==> src/rtl/butterfly_pipe.sv <==
// Pipelined NTT butterfly for the shared Kyber/Dilithium polynomial datapath.
// Performs a Cooley-Tukey (forward) or Gentleman-Sande (inverse) butterfly with
// exact modular arithmetic, q = 3329 (Kyber) or q = 8380417 (Dilithium),
// selected per transaction. Mode bits and an ID tag ride along with the data.
//
// Ports:
//   clk_i, rst_i            clock (rising edge), synchronous active-high reset
//   valid_i / ready_o       input handshake; ready_o = ready_i | ~valid_o
//   a_i, b_i, twiddle_i     operands, each < q
//   sel_red_i               1 = Kyber, 0 = Dilithium
//   sel_butterfly_i         0 = CT, 1 = GS
//   id_i / id_o             sideband tag, passed through unchanged
//   valid_o / ready_i       output handshake
//   a_out_o, b_out_o        results, fully reduced into [0,q)
//   busy_o                  any pipeline stage holds a valid transaction
//
// Pipeline: stage 0 registers inputs, stage 1 holds the twiddle product,
// stage 2 holds the reduced results, stages 3..LATENCY-1 are pure delay.

`default_nettype none

module butterfly_pipe #(
  parameter int DATA_W  = 23,
  parameter int LATENCY = 4,
  parameter int ID_W    = 8
) (
  input  logic              clk_i,
  input  logic              rst_i,
  input  logic              valid_i,
  output logic              ready_o,
  input  logic [DATA_W-1:0] a_i,
  input  logic [DATA_W-1:0] b_i,
  input  logic [DATA_W-1:0] twiddle_i,
  input  logic              sel_red_i,
  input  logic              sel_butterfly_i,
  input  logic [ID_W-1:0]   id_i,
  output logic              valid_o,
  input  logic              ready_i,
  output logic [DATA_W-1:0] a_out_o,
  output logic [DATA_W-1:0] b_out_o,
  output logic [ID_W-1:0]   id_o,
  output logic              busy_o
);

  localparam int PW    = 2 * DATA_W;
  localparam int EXTRA = LATENCY - 3;

  function automatic logic [DATA_W-1:0] q_of(input logic kyber);
    return kyber ? DATA_W'(3329) : DATA_W'(8380417);
  endfunction

  function automatic logic [DATA_W-1:0] add_mod(input logic [DATA_W-1:0] x,
                                                input logic [DATA_W-1:0] y,
                                                input logic [DATA_W-1:0] q);
    logic [DATA_W:0] s;
    s = {1'b0, x} + {1'b0, y};
    if (s >= {1'b0, q}) s = s - {1'b0, q};
    return DATA_W'(s);
  endfunction

  function automatic logic [DATA_W-1:0] sub_mod(input logic [DATA_W-1:0] x,
                                                input logic [DATA_W-1:0] y,
                                                input logic [DATA_W-1:0] q);
    logic [DATA_W:0] d;
    if (x >= y) d = {1'b0, x} - {1'b0, y};
    else        d = {1'b0, x} + {1'b0, q} - {1'b0, y};
    return DATA_W'(d);
  endfunction

  // Reduction by one of two constants; each branch is a fixed-divisor modulo.
  function automatic logic [DATA_W-1:0] mod_red(input logic [PW-1:0] p,
                                                input logic kyber);
    return kyber ? DATA_W'(p % PW'(3329)) : DATA_W'(p % PW'(8380417));
  endfunction

  logic adv;
  logic busy_tail;

  assign adv     = ready_i | ~valid_o;
  assign ready_o = adv;

  // Stage 0: captured operands
  logic              v0_q;
  logic [DATA_W-1:0] a0_q, b0_q, w0_q;
  logic              kyb0_q, gs0_q;
  logic [ID_W-1:0]   id0_q;

  always_ff @(posedge clk_i) begin
    if (rst_i) begin
      v0_q   <= 1'b0;
      a0_q   <= '0;
      b0_q   <= '0;
      w0_q   <= '0;
      kyb0_q <= 1'b0;
      gs0_q  <= 1'b0;
      id0_q  <= '0;
    end else if (adv) begin
      v0_q <= valid_i;
      if (valid_i) begin
        a0_q   <= a_i;
        b0_q   <= b_i;
        w0_q   <= twiddle_i;
        kyb0_q <= sel_red_i;
        gs0_q  <= sel_butterfly_i;
        id0_q  <= id_i;
      end
    end
  end

  // Stage 1 inputs: CT multiplies b by w and keeps a; GS multiplies (a-b) by w
  // and already has its final a_out = a+b.
  logic [DATA_W-1:0] q0, mul_op_d, x1_d;
  logic [PW-1:0]     prod_d;

  always_comb begin
    q0       = q_of(kyb0_q);
    mul_op_d = gs0_q ? sub_mod(a0_q, b0_q, q0) : b0_q;
    x1_d     = gs0_q ? add_mod(a0_q, b0_q, q0) : a0_q;
    prod_d   = PW'(w0_q) * PW'(mul_op_d);
  end

  logic              v1_q;
  logic [DATA_W-1:0] x1_q;
  logic [PW-1:0]     prod1_q;
  logic              kyb1_q, gs1_q;
  logic [ID_W-1:0]   id1_q;

  always_ff @(posedge clk_i) begin
    if (rst_i) begin
      v1_q    <= 1'b0;
      x1_q    <= '0;
      prod1_q <= '0;
      kyb1_q  <= 1'b0;
      gs1_q   <= 1'b0;
      id1_q   <= '0;
    end else if (adv) begin
      v1_q    <= v0_q;
      x1_q    <= x1_d;
      prod1_q <= prod_d;
      kyb1_q  <= kyb0_q;
      gs1_q   <= gs0_q;
      id1_q   <= id0_q;
    end
  end

  // Stage 2 inputs: reduce the product, then finish the CT add/sub.
  logic [DATA_W-1:0] q1, t_d, ao2_d, bo2_d;

  always_comb begin
    q1    = q_of(kyb1_q);
    t_d   = mod_red(prod1_q, kyb1_q);
    ao2_d = gs1_q ? x1_q : add_mod(x1_q, t_d, q1);
    bo2_d = gs1_q ? t_d  : sub_mod(x1_q, t_d, q1);
  end

  logic              v2_q;
  logic [DATA_W-1:0] ao2_q, bo2_q;
  logic [ID_W-1:0]   id2_q;

  always_ff @(posedge clk_i) begin
    if (rst_i) begin
      v2_q  <= 1'b0;
      ao2_q <= '0;
      bo2_q <= '0;
      id2_q <= '0;
    end else if (adv) begin
      v2_q  <= v1_q;
      ao2_q <= ao2_d;
      bo2_q <= bo2_d;
      id2_q <= id1_q;
    end
  end

  generate
    if (EXTRA == 0) begin : g_direct
      assign valid_o   = v2_q;
      assign a_out_o   = ao2_q;
      assign b_out_o   = bo2_q;
      assign id_o      = id2_q;
      assign busy_tail = 1'b0;
    end else begin : g_delay
      logic [EXTRA-1:0]  dv_q;
      logic [DATA_W-1:0] dao_q [EXTRA];
      logic [DATA_W-1:0] dbo_q [EXTRA];
      logic [ID_W-1:0]   did_q [EXTRA];

      always_ff @(posedge clk_i) begin
        if (rst_i) begin
          dv_q <= '0;
          for (int i = 0; i < EXTRA; i++) begin
            dao_q[i] <= '0;
            dbo_q[i] <= '0;
            did_q[i] <= '0;
          end
        end else if (adv) begin
          dv_q[0]  <= v2_q;
          dao_q[0] <= ao2_q;
          dbo_q[0] <= bo2_q;
          did_q[0] <= id2_q;
          for (int i = 1; i < EXTRA; i++) begin
            dv_q[i]  <= dv_q[i-1];
            dao_q[i] <= dao_q[i-1];
            dbo_q[i] <= dbo_q[i-1];
            did_q[i] <= did_q[i-1];
          end
        end
      end

      assign valid_o   = dv_q[EXTRA-1];
      assign a_out_o   = dao_q[EXTRA-1];
      assign b_out_o   = dbo_q[EXTRA-1];
      assign id_o      = did_q[EXTRA-1];
      assign busy_tail = |dv_q;
    end
  endgenerate

  assign busy_o = v0_q | v1_q | v2_q | busy_tail;

`ifndef SYNTHESIS
  logic [DATA_W-1:0] q_in;
  assign q_in = q_of(sel_red_i);

  a_operands_in_range: assert property (@(posedge clk_i) disable iff (rst_i)
    valid_i |-> (a_i < q_in && b_i < q_in && twiddle_i < q_in));
`endif

endmodule

`default_nettype wire

==> config.mk <==
export PLATFORM = sky130hd
export DESIGN_NAME = butterfly_pipe
export DESIGN_NICKNAME = d
export VERILOG_FILES = /design/src/rtl/butterfly_pipe.sv
export SDC_FILE = /design/constraint.sdc
export NUM_CORES = 2
export LEC_CHECK = 0
export CAP_MARGIN = 20
export CORE_AREA = 5 5 389 391
export DETAILED_ROUTE_END_ITERATION = 8
export DIE_AREA = 0 0 394 396
export PLACE_DENSITY = 0.82
export SYNTH_ARGS = -nofsm -noshare
export SYNTH_HDL_FRONTEND = slang
export SYNTH_SLANG_ARGS = --single-unit
==> constraint.sdc <==
create_clock -name clk_i -period 118.6 [get_ports clk_i]
set_input_delay 17.79 -clock clk_i [delete_from_list [all_inputs] [get_ports clk_i]]
set_output_delay 17.79 -clock clk_i [all_outputs]
set_load 0.02 [all_outputs]
==> impl_summary.txt <==
----------------------------------------------------
[Status]
  Outcome ... completed

[STA]
  Transition time of the tightest slew-check pin ... between 1 and 1.5 ns
  Timing-limited maximum frequency ... 0.00900 GHz
  Setup repair after global routing missed its margin ... no
  Final-report hold violation count ... 0
  Max-slew violation count ... 0
  Number of failing setup endpoints in the final timing report ... 0
  Worst slew margin relative to its limit ... roughly 26%
  Final worst-path cycle share ... ~94%
  Worst clock skew on the final layout ... roughly 0.042 ns
  Time the final worst path needs with I/O delays and setup ... around 110 ns
  Aggregate negative setup slack ... 0 ns

[Global routing]
  Maximum number of pins on one net before global-route repair ... between 150 and 200
  Wire length of the first global-routing pass ... just under 500000 µm
  Number of global-route vias before repair ... 86000
  Residual overflow from global routing ... 0
  Total routing usage reported by global routing ... 37.6%
  Initial antenna violation count ... 10

[Clock tree]
  TritonCTS clock tree ... done
  Root buffer cell ... sky130_fd_sc_hd__clkbuf_16
  CTS H-tree lvls ... 1
  Clock latency on the worst-skew pair ... between 0.6 and 0.7 ns
  Buffer levels on the longest clock path ... 3
  Clock buffer count from CTS ... 31
  Post-CTS clock slew at the launch and capture registers of the worst setup and hold paths ... about 0.07 ns
  CTS sink count ... 270

[Cells and area]
  Layout fillers ... roughly 13000
  Final non-filler cell area ... around 90000 µm²
  Fraction of final layout cells with drive strength greater than 1 ... a little under an eighth
  Final layout net count ... between 10000 and 15000
  Area Overhead vs Synth ... 2.33%

[Setup path]
  Most used cell, CP ... sky130_fd_sc_hd__a21oi_1
  Launching element type of the critical path ... flip-flop
  Standard cell with the maximum stage delay on the critical path ... sky130_fd_sc_hd__o31ai_2
  Arrival time worst endpoint ... about 110 ns
  Critical path start-end classification ... reg -> reg
  Crit path required time ... about 120 ns
  Maximum single-stage delay on the critical path ... 0.75 ns
  Internal reg-to-reg setup slack ... 7.55 ns
  Buf/Inv on CP ... 16
  Top Family by Delay on Critical Path ... simple AND/OR/NAND/NOR gates
  Worst setup path startpoint ... kyb1_q
  Kind of capture point of the worst setup path ... flip-flop
  Max FO, Critical Path ... 37
  Depth of the worst register-to-register path ... approximately 450
  Crit path capture ... ao2_q[17]
  Cell count along the critical path ... about 450
  Worst r2r dst ... ao2_q[17]
  Worst reg2reg path startpoint ... kyb1_q

[Synthesis]
  Synthesized netlist net count ... between 10000 and 15000
  Fraction of the mapped netlist area in adder cells ... roughly 22%
  Netlist Area Pre-Place ... slightly below 90000 µm²
  Number of enable-type register cells in the synthesized netlist ... between 50 and 60
  Simple-gate share of the synthesized area ... between 20% and 30%
  Sequential cell area fraction in the yosys report ... 6.77%
  Mux share of post-synthesis cell area ... 2.14%
  Main synth FF type ... sky130_fd_sc_hd__dfxtp_1
  Count of state elements after synthesis ... 270
  Largest family of logic cells by synthesized area ... compound AO/OA/AOI/OAI gates
  Yosys synthesis warning count ... 0
  Gate count after technology mapping ... around 12000
  Compound-cell area share of the yosys netlist ... 26.4%
  Share of synthesized registers carrying an async set or reset ... 0%
  Average instance area after synthesis ... roughly 7.6 µm²
  Area share of xor/xnor cells in the synthesized design ... approximately 8.8%
  Count of unique library cells instantiated by Yosys ... about 210

[Run]
  Number of maximum-capacitance constraint violations ... 0

[Detailed routing]
  Routed Wire Length ... ~300000 µm
  Detailed-route DRC error count ... 0
  Vias after detailed routing ... around 89000
  Vias per cell ... between 6 and 7
  Pre-antenna DRT Iters ... 9
  Detailed router's first-iteration violation count ... 9164
  Number of nets still failing antenna checks after routing ... 0
  Routed WL per cell ... between 20 and 25 µm

[Placement]
  RD Place Congestion ... between 1 and 1.5
  Detailed placement HPWL ... 250000 µm
  Port-buffer cells ... about 140
  Post-place instance area ... a little under 90000 µm²

[Floorplanning]
  Die boundary height ... between 300 and 400 µm
  Initial Util ... 59.7%
  Core region area ... around 150000 µm²
  Total number of placement rows ... roughly 140
  Full die area ... ~160000 µm²
  Die Span X ... about 400 µm
  Number of I/O pins ... 140

[Min path]
  Hold-critical path depth ... 2
  Type of the most critical hold path ... reg -> reg

----------------------------------------------------
==> state kept, by name (all words and copies together), names as in the netlist, 23 cells and up <==
signal	cells
x1_q	23
b0_q	23
a0_q	23
g_delay.dbo_q	23
g_delay.dao_q	23
w0_q	23
ao2_q	23
bo2_q	23
prod1_q	46
==> tightest hold or removal path, stage by stage, from the launching register on <==
cell	delay (ns)
sky130_fd_sc_hd__dfxtp_1	0.31
sky130_fd_sc_hd__nand2_1	0.05
sky130_fd_sc_hd__a21oi_1	0.05
==> per-layer routing <==
metal / GRT usage, % / share of wire [%]
met1: 49.3 / 41
met2: 60.7 / 44
met3: 6.76 / 9.7
met4: 16.3 / 5.1
met5: 0 / 0
==> logic make-up (layout without fill, tap and decap cells) <==
logic type	count (synthesis)	count (layout)
AND/OR/NAND/NOR	4385	4385
AO/OA/AOI/OAI	3250	3250
buffers and inverters	1380	1182
adder cells (fa/ha/maj)	1239	1239
XOR/XNOR	854	854
flip-flops	270	270
multiplexers	170	170
other	0	4
==> through the flow <==
step	setup WS [ns]	utilization (%)	instances	hold slack (ns)
after CTS	8.54	61.0	13300	0.456
after floorplan	14.83	-	11500	0.425
final	7.55	61.1	13300	0.456
after global routing	0.126	61.1	13300	0.475
after global placement	11.96	60.3	13200	0.436
after detailed placement	8.98	60.3	13200	0.447
==> worst min-delay path by stage <==
stage | start | to | slack (ns)
after floorplan | id2_q[0] | id2_q[0] | 0.42
after global placement | id2_q[7] | id2_q[7] | 0.44
after detailed placement | id2_q[0] | id2_q[0] | 0.45
after CTS | id2_q[0] | id2_q[0] | 0.46
after global routing | id2_q[4] | id2_q[4] | 0.47
final | id1_q[2] | id1_q[2] | 0.46
==> what timing repair did <==
action                                  CTS  global route
hold buffers                              0             0
setup buffers                             0             9
endpoints found under the setup margin    0            46
resized for setup                         0             6
==> cells in the mapped netlist (64+ instances only) <==
master | number | area [µm²]
sky130_fd_sc_hd__o21ai_0 | 421 | 2110
sky130_fd_sc_hd__nand2b_1 | 100 | 626
sky130_fd_sc_hd__nor2_1 | 977 | 3670
sky130_fd_sc_hd__o21a_1 | 99 | 743
sky130_fd_sc_hd__nand4_1 | 161 | 1010
sky130_fd_sc_hd__o31ai_1 | 79 | 593
sky130_fd_sc_hd__xor2_1 | 304 | 2660
sky130_fd_sc_hd__o21bai_1 | 116 | 871
sky130_fd_sc_hd__fa_1 | 478 | 9570
sky130_fd_sc_hd__a211oi_1 | 111 | 833
sky130_fd_sc_hd__ha_1 | 744 | 9310
sky130_fd_sc_hd__nor3_1 | 255 | 1280
sky130_fd_sc_hd__nor4_1 | 96 | 601
sky130_fd_sc_hd__nand3_1 | 211 | 1060
sky130_fd_sc_hd__a31oi_1 | 114 | 713
sky130_fd_sc_hd__o21ai_1 | 64 | 320
sky130_fd_sc_hd__or2_2 | 64 | 400
sky130_fd_sc_hd__buf_6 | 109 | 1230
sky130_fd_sc_hd__clkbuf_8 | 73 | 1000
sky130_fd_sc_hd__a21oi_1 | 959 | 4800
sky130_fd_sc_hd__inv_1 | 854 | 3210
sky130_fd_sc_hd__mux2i_1 | 81 | 811
sky130_fd_sc_hd__nor2b_1 | 160 | 1000
sky130_fd_sc_hd__and2_2 | 64 | 480
sky130_fd_sc_hd__xnor2_1 | 520 | 4550
sky130_fd_sc_hd__and2_1 | 193 | 1210
sky130_fd_sc_hd__dfxtp_1 | 216 | 4320
sky130_fd_sc_hd__nand2_1 | 1386 | 5200
sky130_fd_sc_hd__o211ai_1 | 106 | 796
sky130_fd_sc_hd__clkbuf_1 | 234 | 878
sky130_fd_sc_hd__a21o_1 | 245 | 1840
==> area by class of cell <==
type | count | area (µm²) | share of cell area [%]
diodes | 4 | 10.0 | 0.0111
clock buffers | 41 | 855 | 0.951
clock inverters | 16 | 159 | 0.177
inverters | 862 | 3240 | 3.61
multi-input cells | 9898 | 74900 | 83.3
flip-flops and latches | 270 | 5950 | 6.62
well taps | 1930 | 2410 | 2.69
repair buffers | 263 | 2380 | 2.65
==> placed cells by master (no fill, tap or decap), types with 64 or more instances in the layout <==
cell                              instances
sky130_fd_sc_hd__o211ai_1               106
sky130_fd_sc_hd__buf_4                  117
sky130_fd_sc_hd__dfxtp_1                214
sky130_fd_sc_hd__nor2_1                 974
sky130_fd_sc_hd__o21ai_0                414
sky130_fd_sc_hd__fa_1                   478
sky130_fd_sc_hd__o21a_1                  99
sky130_fd_sc_hd__nand2b_1               100
sky130_fd_sc_hd__clkdlybuf4s50_1        138
sky130_fd_sc_hd__and2_2                  65
sky130_fd_sc_hd__nand3_1                211
sky130_fd_sc_hd__or2_2                   64
sky130_fd_sc_hd__nor4_1                  95
sky130_fd_sc_hd__a21o_1                 245
sky130_fd_sc_hd__nand4_1                161
sky130_fd_sc_hd__inv_1                  852
sky130_fd_sc_hd__mux2i_1                 81
sky130_fd_sc_hd__o31ai_1                 79
sky130_fd_sc_hd__a211oi_1               111
sky130_fd_sc_hd__xor2_1                 304
sky130_fd_sc_hd__nor2b_1                159
sky130_fd_sc_hd__nor3_1                 255
sky130_fd_sc_hd__o21bai_1               116
sky130_fd_sc_hd__o21ai_1                 65
sky130_fd_sc_hd__and2_1                 192
sky130_fd_sc_hd__xnor2_1                520
sky130_fd_sc_hd__nand2_1               1385
sky130_fd_sc_hd__a21oi_1                946
sky130_fd_sc_hd__ha_1                   744
sky130_fd_sc_hd__a31oi_1                114
Power is left out: the tool's default activity adds up to more than one toggle a clock period on the data nets, which glitch-free logic cannot reach.
